### config.mk
export PLATFORM = sky130hd
export DESIGN_NAME = fetch_pc_unit
export DESIGN_NICKNAME = d
export VERILOG_FILES = /design/src/rtl/fetch_pc_unit.sv
export SDC_FILE = /design/constraint.sdc
export NUM_CORES = 1
export LEC_CHECK = 0
export ABC_CLOCK_PERIOD_IN_PS = 2500
export CORE_MARGIN = 2
export CORE_UTILIZATION = 35
export DETAILED_ROUTE_END_ITERATION = 6
export PLACE_DENSITY = 0.67
export SLEW_MARGIN = 40
export SYNTH_ARGS = -nofsm -noshare
export SYNTH_HDL_FRONTEND = slang
export SYNTH_SLANG_ARGS = --single-unit
### constraint.sdc
create_clock -name CLK -period 2.5 [get_ports CLK]
set_input_delay 0.5 -clock CLK [delete_from_list [all_inputs] [get_ports CLK]]
set_output_delay 0.5 -clock CLK [all_outputs]
set_load 0.03 [all_outputs]
### src/rtl/fetch_pc_unit.sv
// Fetch-address / PC stage: selects the next instruction address, flushes the
// wrong-path instruction after a redirect, and flags misaligned taken targets.
module fetch_pc_unit #(
    parameter logic [31:0] BOOT_ADDRESS = 32'h0000_0000
) (
    input  logic        CLK,
    input  logic        RESET,
    input  logic        BRANCH_TAKEN,
    input  logic [4:0]  OPCODE_6_TO_2,
    input  logic [31:0] IADDER_OUT,
    input  logic        TRAP_TAKEN,
    input  logic [31:0] TRAP_ADDRESS,
    input  logic        PC_STALL,
    input  logic        I_READY,
    output logic [31:0] I_ADDR,
    output logic        I_REQ,
    output logic [31:0] PC,
    output logic        FLUSH,
    output logic        MISALIGNED_INSTR,
    output logic [1:0]  DBG_STATE
);

    localparam logic [4:0] OPCODE_JALR = 5'b11001;

    typedef enum logic [1:0] {
        BOOT = 2'd0,
        RUN  = 2'd1,
        HOLD = 2'd2
    } state_t;

    state_t      state_q;
    logic [31:0] i_addr_q, i_addr_d;
    logic [31:0] pc_q, pc_d;
    logic        flush_q, flush_d;
    logic        misaligned_q, misaligned_d;
    logic        i_req_q;

    logic        is_jalr;
    logic [31:0] target;
    logic        advance;
    logic        branch_ok;

    assign is_jalr   = (OPCODE_6_TO_2 == OPCODE_JALR);
    assign target    = {IADDER_OUT[31:1], IADDER_OUT[0] & ~is_jalr};
    assign advance   = (state_q != BOOT) & I_READY & ~PC_STALL;
    // A bubble cannot branch, and a stalled stage is not allowed to redirect.
    assign branch_ok = BRANCH_TAKEN & ~flush_q & ~PC_STALL;

    always_comb begin
        i_addr_d     = i_addr_q;
        pc_d         = pc_q;
        flush_d      = flush_q;
        misaligned_d = 1'b0;
        if (state_q != BOOT) begin
            if (TRAP_TAKEN) begin
                i_addr_d = TRAP_ADDRESS & ~32'h3;
                flush_d  = 1'b1;
            end else if (branch_ok && !target[1]) begin
                i_addr_d = target & ~32'h3;
                flush_d  = 1'b1;
            end else begin
                // Misaligned target: no redirect, the trap unit takes over.
                misaligned_d = branch_ok;
                if (advance) begin
                    pc_d     = i_addr_q;
                    i_addr_d = i_addr_q + 32'd4;
                    flush_d  = 1'b0;
                end
            end
        end
    end

    always_ff @(posedge CLK) begin
        if (!RESET) begin
            state_q      <= BOOT;
            i_addr_q     <= {BOOT_ADDRESS[31:2], 2'b00};
            pc_q         <= 32'h0;
            flush_q      <= 1'b1;
            misaligned_q <= 1'b0;
            i_req_q      <= 1'b0;
        end else begin
            case (state_q)
                BOOT:    state_q <= RUN;
                default: state_q <= advance ? RUN : HOLD;
            endcase
            i_addr_q     <= i_addr_d;
            pc_q         <= pc_d;
            flush_q      <= flush_d;
            misaligned_q <= misaligned_d;
            i_req_q      <= 1'b1;
        end
    end

    assign I_ADDR           = i_addr_q;
    assign I_REQ            = i_req_q;
    assign PC               = pc_q;
    assign FLUSH            = flush_q;
    assign MISALIGNED_INSTR = misaligned_q;
    assign DBG_STATE        = state_q;

endmodule

==> reports/summary.txt <==
Worst Skew - 0.0151 ns
Top cell type's share of synthesized area - 0.365
Ys async rst share - 0
Routed wire length - 13000 um
Syn_area_per_cell - 7.23 um^2
Yosys top cell by area - dfxtp_1
Metal2 WL - 6140 um
Setup violators final - 0
Comb pwr share - 0.256
Clk buf depth - 2
Rel. slew slack - 0.653
Hold slack final - 0.453 ns
CTS tree - done
First-pass GRT wire length - 20300 um
RSZ-0062 raised after global routing - false
Area occupied by multi-input gates - 2080 um^2
Synth Register Bits - 65
Setup bufs post-CTS - 0
WL/cell - 16.8 um
VDD IR max - 0.206 mV
Via-to-Cell Ratio - 5.42
Final hold vios - 0
Largest net degree at the start of global routing - 36
Vias after detailed routing - 4193
Initial Utilization - 0.364
FF+latch area - 1300 um^2
Post-route setup TNS - 0 ns
Crit-path max FO - 5
Worst Hold Class - reg2reg
Port Buf Inserts - 131
Int Power - 0.00177 W
Post-Syn Instances - 494
Yosys Warn Count - 0
Total GRT Usage - 0.232
Pwr Total - 0.00260 W
Antenna Cells - 0
Sw Ratio - 0.320
Min Tclk post-route - 2.14 ns
Clock sinks - 65
Max Freq - 467 MHz
Crit share post-route - 0.857
Fin nets - 714
Combined area of all synthesized cells - 3570 um^2
DR top layer - met4
Post_cts resized - 0
Flop pwr share - 0.444
Synth top area cells - dfxtp_1 (36%), nand2_1 (10%), a21oi_1 (9.4%), o21ai_0 (6.3%), nor2_1 (3.9%)
Clock network fraction of total power - 0.300
Netlist cell types - 60
Share of cells above drive strength 1 - 0.105
DRT iter0 DRCs - 263
Max Slew Vio Count - 0
Hold buffers post-CTS - 0
Worst Setup Start Kind - flop
Top_reg_cell synth - dfxtp_1
Fill cell count - 1010
Number of synthesized flops with an enable pin - 0
DR WL met3 - 874 um
Number of global-route vias before repair - 4001
Total of max-cap violations - 0
Worst Path Required - 2.00 ns
Net Sw Power - 0.000831 W
Post-DP HPWL - 9380 um
CP arrival - 1.64 ns
Die ar. - 11000 um^2
Leak - 1.86 nW
Synth top cells by count - nand2_1 (95), a21oi_1 (67), dfxtp_1 (65)
Depth of the CTS H-tree - 3
Total congestion overflow - 0
Actual slew at the worst max-slew pin - 0.518 ns
Gp weighted congestion - 0.856
CTS buffer count - 9
Initial antenna violation count - 0
Final worst setup slack - 0.357 ns
Clk slew on worst S/H paths - 0.07 ns
Status - finished, final reports clean
Crit path capture type - primary output
Clk root buf - clkbuf_8
Routed Antenna Nets - 0
Layout area overhead - 51.6%
Drt drc - 0
Die width - 105 um
DRT met1 WL - 5740 um
Die Height - 105 um
DP Worst Slack - 0.0763 ns
Seq/Total Area, Yosys - 0.365
Count leader, synth - nand2_1
PwrDens - 480 nW/um^2
Core Area - 9820 um^2
Util after Layout - 0.551
I/O Pins - 144
First-pass DRT Iterations - 5
Row Count - 36
Worst-Skew Late Latency - 0.35 ns
Setup CP Type - reg2out
==> cell type report <==
type	count	share of cell area
inverter	5	0.00347
clock buffer	12	0.0268
tap	133	0.0307
multi-input combinational	382	0.384
clock inverter	1	0.000925
timing repair buffer	175	0.314
sequential	65	0.240
==> state kept, by name, summed over array words and instances (netlist names) <==
register and flops:
DBG_STATE 2, FLUSH 1, I_ADDR 30, I_REQ 1, MISALIGNED_INSTR 1, PC 30
==> stage by stage <==
stage / area (um^2) / cells
6_report: 5410 / 773
3_3_place_gp: 5260 / 760
3_5_place_dp: 5260 / 760
2_1_floorplan: 3580 / 497
5_1_grt: 5410 / 773
4_1_cts: 5410 / 773
==> placed cells by master (no fill, tap or decap), drive strengths merged, types with 2 or more instances in the layout <==
| cell type | count |
|---|---|
| conb | 4 |
| nor4 | 7 |
| xor2 | 9 |
| inv | 5 |
| clkbuf | 12 |
| nor3 | 10 |
| buf | 45 |
| o311ai | 2 |
| dfxtp | 65 |
| and4 | 4 |
| or4 | 2 |
| clkdlybuf4s50 | 130 |
| nor2b | 2 |
| or3 | 3 |
| nor2 | 37 |
| nand4 | 13 |
| o21a | 2 |
| a311oi | 2 |
| nand2 | 95 |
| nand3 | 14 |
| a31oi | 9 |
| a2bb2oi | 4 |
| nand2b | 6 |
| a221oi | 3 |
| o31a | 2 |
| o221ai | 2 |
| and2 | 3 |
| a21oi | 68 |
| o211ai | 2 |
| a211oi | 7 |
| o21ai | 46 |
| xnor2 | 3 |
| nor3b | 4 |
==> critical path, cell delays in order, from the launching register on <==
cell             delay, ns
dfxtp_1               0.45
buf_4                 0.18
clkdlybuf4s50_1       0.67
==> logic make-up after synthesis <==
kind of cell / synth area share
adders and majority gates: 0.00350
AOI/OAI and AO/OA: 0.257
xor gates and xnor gates: 0.0294
DFF: 0.365
buffers and inverters: 0.0659
muxes: 0.00280
other: 0.00105
and+or+nand+nor: 0.276
==> worst paths after layout <==
| kind | from | to | slack, ns | depth (start not counted) |
|---|---|---|---|---|
| max | I_ADDR[6] | I_ADDR[6] | 0.36 | 2 |
| min reg2reg | PC[29] | PC[29] | 0.45 | 2 |
| min | PC[29] | PC[29] | 0.45 | 2 |
| max reg2reg | I_ADDR[10] | I_ADDR[28] | 0.41 | 5 |
==> layer usage <==
metal,track usage,up-vias
met4,0.0752,0
li1,-,2038
met3,0.0599,18
met5,0,-
met1,0.290,1973
met2,0.388,164
==> power groups by stage <==
stage | combinational (W) | sequential (W) | clock (W)
floorplan | 0.000244 | 0.00126 | 0
global placement | 0.000651 | 0.00117 | 0
detailed placement | 0.000662 | 0.00118 | 0
CTS | 0.000665 | 0.00115 | 0.000790
global route | 0.000711 | 0.00116 | 0.000840
finish | 0.000665 | 0.00115 | 0.000778
No activity file was read; power rests on OpenSTA's default activity.
